### src/rtl/ext_int_pkg.sv
// Shared definitions for the external-interrupt conditioner: edge-select encodings,
// miss-counter width and the debounce counter width helper.
package ext_int_pkg;

   localparam logic [1:0] EDGE_OFF  = 2'b00;
   localparam logic [1:0] EDGE_RISE = 2'b01;
   localparam logic [1:0] EDGE_FALL = 2'b10;
   localparam logic [1:0] EDGE_BOTH = 2'b11;

   localparam int unsigned MISS_CNT_W = 8;

   // clog2 of the debounce length, never narrower than one bit
   function automatic int unsigned deb_cnt_width(input int unsigned cycles);
      return (cycles <= 2) ? 1 : $clog2(cycles);
   endfunction

endpackage

### src/rtl/ext_int_channel.sv
// One interrupt channel: synchronizer, debounce filter, edge qualifier and sticky pending flag.
// With INT_COND_MISS_CNT_EN defined, a saturating missed-event counter is built as well.
module ext_int_channel
   import ext_int_pkg::*;
#(
   parameter int unsigned SYNC_STAGES     = 2,
   parameter int unsigned DEBOUNCE_CYCLES = 16,
   parameter int unsigned RESET_LEVEL     = 0
) (
   input  logic                  clock,
   input  logic                  reset,
   input  logic                  pin_in,
   input  logic [1:0]            edge_sel,
   input  logic                  irq_ack,
   output logic                  irq_pulse,
   output logic                  irq_pending,
   output logic                  filt_level,
   output logic [MISS_CNT_W-1:0] miss_cnt
);

   localparam int unsigned     CntW   = deb_cnt_width(DEBOUNCE_CYCLES);
   localparam logic [CntW-1:0] CntMax = CntW'(DEBOUNCE_CYCLES - 1);
   localparam logic            RstLvl = (RESET_LEVEL != 0);

   logic [SYNC_STAGES-1:0] sync_q, sync_d;
   logic [CntW-1:0]        cnt_q, cnt_d;
   logic                   filt_q, filt_d;
   logic                   pulse_q, pulse_d;
   logic                   pend_q, pend_d;
   logic                   s, rise_en, fall_en;

   always_comb begin
      sync_d  = {sync_q[SYNC_STAGES-2:0], pin_in};
      s       = sync_q[SYNC_STAGES-1];
      rise_en = (edge_sel == EDGE_RISE) || (edge_sel == EDGE_BOTH);
      fall_en = (edge_sel == EDGE_FALL) || (edge_sel == EDGE_BOTH);
      cnt_d   = '0;
      filt_d  = filt_q;
      pulse_d = 1'b0;
      // cnt holds how many prior cycles s already disagreed with the filtered level
      if (s != filt_q) begin
         if (cnt_q == CntMax) begin
            filt_d  = s;
            pulse_d = s ? rise_en : fall_en;
         end else begin
            cnt_d = cnt_q + 1'b1;
         end
      end
      // a pulse in the same cycle as an ack wins
      pend_d = (pend_q & ~irq_ack) | pulse_q;
   end

   always_ff @(posedge clock or negedge reset) begin
      if (!reset) begin
         sync_q  <= {SYNC_STAGES{RstLvl}};
         cnt_q   <= '0;
         filt_q  <= RstLvl;
         pulse_q <= 1'b0;
         pend_q  <= 1'b0;
      end else begin
         sync_q  <= sync_d;
         cnt_q   <= cnt_d;
         filt_q  <= filt_d;
         pulse_q <= pulse_d;
         pend_q  <= pend_d;
      end
   end

   assign irq_pulse   = pulse_q;
   assign irq_pending = pend_q;
   assign filt_level  = filt_q;

`ifdef INT_COND_MISS_CNT_EN
   logic [MISS_CNT_W-1:0] miss_q, miss_d;

   always_comb begin
      miss_d = miss_q;
      if (pulse_q && pend_q && !irq_ack && (miss_q != '1)) begin
         miss_d = miss_q + 1'b1;
      end
   end

   always_ff @(posedge clock or negedge reset) begin
      if (!reset) begin
         miss_q <= '0;
      end else begin
         miss_q <= miss_d;
      end
   end

   assign miss_cnt = miss_q;
`else
   assign miss_cnt = '0;
`endif

endmodule

### src/rtl/ext_int_conditioner.sv
// Conditions raw external-interrupt pins into clean interrupt pulses and pending flags.
// Optional missed-event counters are built when INT_COND_MISS_CNT_EN is defined.
module ext_int_conditioner
   import ext_int_pkg::*;
#(
   parameter int unsigned NUM_CH          = 2,
   parameter int unsigned SYNC_STAGES     = 2,
   parameter int unsigned DEBOUNCE_CYCLES = 16,
   parameter int unsigned RESET_LEVEL     = 0
) (
   input  logic                         clock,
   input  logic                         reset,
   input  logic [NUM_CH-1:0]            pin_in,
   input  logic [2*NUM_CH-1:0]          edge_sel,
   input  logic [NUM_CH-1:0]            irq_ack,
   output logic [NUM_CH-1:0]            irq_pulse,
   output logic [NUM_CH-1:0]            irq_pending,
   output logic [NUM_CH-1:0]            filt_level,
   output logic [MISS_CNT_W*NUM_CH-1:0] miss_cnt
);

   for (genvar i = 0; i < NUM_CH; i++) begin : g_ch
      ext_int_channel #(
         .SYNC_STAGES     (SYNC_STAGES),
         .DEBOUNCE_CYCLES (DEBOUNCE_CYCLES),
         .RESET_LEVEL     (RESET_LEVEL)
      ) u_ch (
         .clock       (clock),
         .reset       (reset),
         .pin_in      (pin_in[i]),
         .edge_sel    (edge_sel[2*i +: 2]),
         .irq_ack     (irq_ack[i]),
         .irq_pulse   (irq_pulse[i]),
         .irq_pending (irq_pending[i]),
         .filt_level  (filt_level[i]),
         .miss_cnt    (miss_cnt[MISS_CNT_W*i +: MISS_CNT_W])
      );
   end

endmodule

### config.mk
export PLATFORM = sky130hd
export DESIGN_NAME = ext_int_conditioner
export DESIGN_NICKNAME = d
export VERILOG_FILES = /design/src/rtl/ext_int_pkg.sv /design/src/rtl/ext_int_channel.sv /design/src/rtl/ext_int_conditioner.sv
export SDC_FILE = /design/constraint.sdc
export NUM_CORES = 1
export LEC_CHECK = 0
export CAP_MARGIN = 10
export CORE_MARGIN = 2
export CORE_UTILIZATION = 38
export CTS_CLUSTER_SIZE = 12
export DETAILED_ROUTE_END_ITERATION = 7
export PLACE_DENSITY_LB_ADDON = 0.25
export SLEW_MARGIN = 15
export SYNTH_ARGS = -nofsm -noshare
export SYNTH_HDL_FRONTEND = slang
export SYNTH_HIERARCHICAL = 1
export SYNTH_SLANG_ARGS = --single-unit
### constraint.sdc
create_clock -name clock -period 1.16 [get_ports clock]
set_clock_uncertainty 0.1 [all_clocks]
set_input_delay 0.232 -clock clock [delete_from_list [all_inputs] [get_ports clock]]
set_output_delay 0.232 -clock clock [all_outputs]
set_load 0.02 [all_outputs]
==> impl_metrics.toml <==
[status]
status = "finished with violations"
failed_checks = "setup timing"

[power]
total_leakage_power_nw = 0.558
power.density_nw_per_um2 = 1070
vdd_drop_max_uv = 757

[clock_tree]
clk_latency_ns = 0.30
hold_buffers = 0
cts_made_buffers = 3
clk_pin_slew_ns = 0.10
cts_buffer_depth = 2
cts_max_level = 1
cts_tree = "built"
clk_root_buffer_cell = "clkbuf_4"
cts_sinks = 18

[floorplan]
die_h_um = 51.3
rows = 17
dieArea_um2 = 2630
fp.coreArea_um2 = 2170
pin_count = 32
initial_utilization_pct = 39.2
die_w_um = 51.3

[synth]
synth_top_area_share_pct = 52.9
synth_area_leader_cell = "dfrtp_1"
ys.flop_type = "dfrtp_1"
synthesis.area_um2 = 851
synth.avg_cell_area_um2 = 11.8
syn_inst = 72
ys_seq_area_share_pct = 52.9
post_synth_num_cell_types = 16
yosys-top-cells-count = "dfrtp_1 (18), buf_4 (16), a21oi_1 (6)"
async_flop_share_pct = 100
synth_area_leaders = "dfrtp_1 (53%), buf_4 (14%), xnor2_1 (4.1%)"
synth.most_common_cell = "dfrtp_1"
synth-warning-count = 6
synth-edff-count = 0
ys_ff_latch = 18

[timing]
max_freq_mhz = 845
fin_crit_ns = 1.18
finalCritPeriodShare_pct = 102
final.setup.tns_ns = -0.0723
timing.final.ws_setup_ns = -0.0231
slew_violations = 0
setup_viol = 9
rsz0062_at_grt = "true"
hold_violations = 0

[global_routing]
grt_pass1_vias = 487
grt_usage_pct = 10.6
overflow = 0
grt_pass1_wl_mm = 1.92
grt_antenna_before_repair = 0
grt_max_degree = 19

[flow_run]
maxCapViolations = 0

[worst_setup_path]
path_class = "reg2reg"
end_kind = "register"
crit_path_start_kind = "register"
arrival_ns = 1.28
worstSetupStartpoint = "g_ch[1].u_ch/cnt_q[0]$_DFF_PN0_"
r2r-start = "g_ch[1].u_ch/cnt_q[0]$_DFF_PN0_"
worst-r2r-setup-slack_ns = -0.02
reg2reg_to = "g_ch[1].u_ch/filt_level$_DFFE_PN0P_"
rr_worst_depth = 3
crit_path_end = "g_ch[1].u_ch/filt_level$_DFFE_PN0P_"
cp.required_ns = 1.25
cp_max_fo = 3

[route]
drc = 0
drtIter0Drc = 2
ant_nets = 0
avgViaCountPerCell = 4.27
wl_mm = 1.31
wl_per_cell_um = 10.1
firstDrtPassIters = 4
detailroute.via_count = 555

[placement]
portBuffers = 15
place_congestion = 0.661
place_ws_ns = -0.100
hpwl_um = 898

[final_layout]
n_fill_cell = 175
nNetsFinal = 115
layout-drive-gt1-share_pct = 32.4
antennaDiodeCount = 0
area_growth_pct = 37.9

[min_path]
hold_path_class = "in2async"
==> what timing repair did <==
action | in CTS | in global routing
gates resized for setup | 34 | 8
gates cloned | 0 | 0
pin swaps | 1 | 4
setup endpoints to repair | 8 | 16
endpoints found under the hold margin | 0 | 0
buffers inserted | 1 | 0
==> power by group <==
group          switching [W]  total, W  internal (W)  leakage (nW)
Clock               0.000200  0.000392      0.000191        0.0210
Sequential         0.0000267  0.000678      0.000651         0.237
Combinational      0.0000952  0.000186     0.0000910         0.300
==> layout make-up <==
| type | instances | area, um^2 | area share (%) |
|---|---|---|---|
| Inverter | 4 | 15.0 | 1.28 |
| Multi-Input combinational cell | 48 | 369 | 31.4 |
| Tap cell | 28 | 35.0 | 2.99 |
| Timing Repair Buffer | 28 | 268 | 22.8 |
| Sequential cell | 18 | 450 | 38.4 |
| Clock buffer | 4 | 36.3 | 3.09 |
==> critical path, stage by stage (launching register included) <==
cell and delay, ns:
dfrtp_1 0.43, ha_4 0.19, nand3_4 0.07, mux2_4 0.30
==> kinds of logic (layout without fill, tap and decap cells) <==
family | Yosys count | after routing | share of synthesized area (%)
AO/OA/AOI/OAI | 10 | 10 | 6.47
XOR/XNOR | 4 | 4 | 4.12
adder cells (fa/ha/maj) | 2 | 2 | 2.94
buffers and inverters | 20 | 36 | 15.9
flip-flops | 18 | 18 | 52.9
multiplexers | 2 | 2 | 3.53
other | 2 | 16 | 0.883
AND/OR/NAND/NOR | 14 | 14 | 13.2
==> layout by cell type, fill, tap and decap left out, drive strengths merged <==
cell,synthesis,final
nor3b,2,2
ha,2,2
o21ai,2,2
mux2,2,2
nand3b,4,4
nor2,2,2
xnor2,4,4
dfrtp,18,18
conb,2,16
inv,4,4
clkdlybuf4s50,0,9
buf,16,19
a21o,2,2
nor2b,2,2
nand3,2,2
nand4b,2,2
a21oi,6,6
clkbuf,0,4
==> state kept, by name, indices dropped and copies added (netlist names) <==
name / count
g_ch.u_ch/filt_level: 2
g_ch.u_ch/irq_pending: 2
g_ch.u_ch/irq_pulse: 2
g_ch.u_ch/sync_q: 4
g_ch.u_ch/cnt_q: 8
==> worst min-delay path by stage <==
stage | startpoint | endpoint | slack, ns | depth (start not counted)
3_5_place_dp | g_ch[1].u_ch/sync_q[0]$_DFF_PN0_ | g_ch[1].u_ch/sync_q[1]$_DFF_PN0_ | 0.24 | 0
4_1_cts | reset | g_ch[1].u_ch/filt_level$_DFFE_PN0P_ | 0.15 | 2
2_1_floorplan | reset | g_ch[0].u_ch/cnt_q[0]$_DFF_PN0_ | -0.16 | 0
3_3_place_gp | g_ch[0].u_ch/sync_q[0]$_DFF_PN0_ | g_ch[0].u_ch/sync_q[1]$_DFF_PN0_ | 0.24 | 0
5_1_grt | reset | g_ch[1].u_ch/filt_level$_DFFE_PN0P_ | 0.16 | 2
6_report | reset | g_ch[1].u_ch/filt_level$_DFFE_PN0P_ | 0.15 | 2
==> stage by stage <==
step	cell area [um^2]	hold slack (ns)	instances	utilization [%]	power (W)
floorplan	908	-0.164	86	-	0.000810
global route	1170	0.159	130	54.1	0.00132
CTS	1120	0.148	130	51.7	0.00124
detailed placement	1080	0.239	125	49.6	0.000857
finish	1170	0.152	130	54.1	0.00126
global placement	1080	0.236	125	49.6	0.000851
==> per-layer routing <==
layer	global-route usage, %	vias up	share of wire (%)
met5	0	-	0
met4	9.21	0	2.3
met3	3.51	4	5.9
met2	15.8	26	46
met1	12.1	258	45
li1	-	267	-
Power figures use the tool's default switching activity.
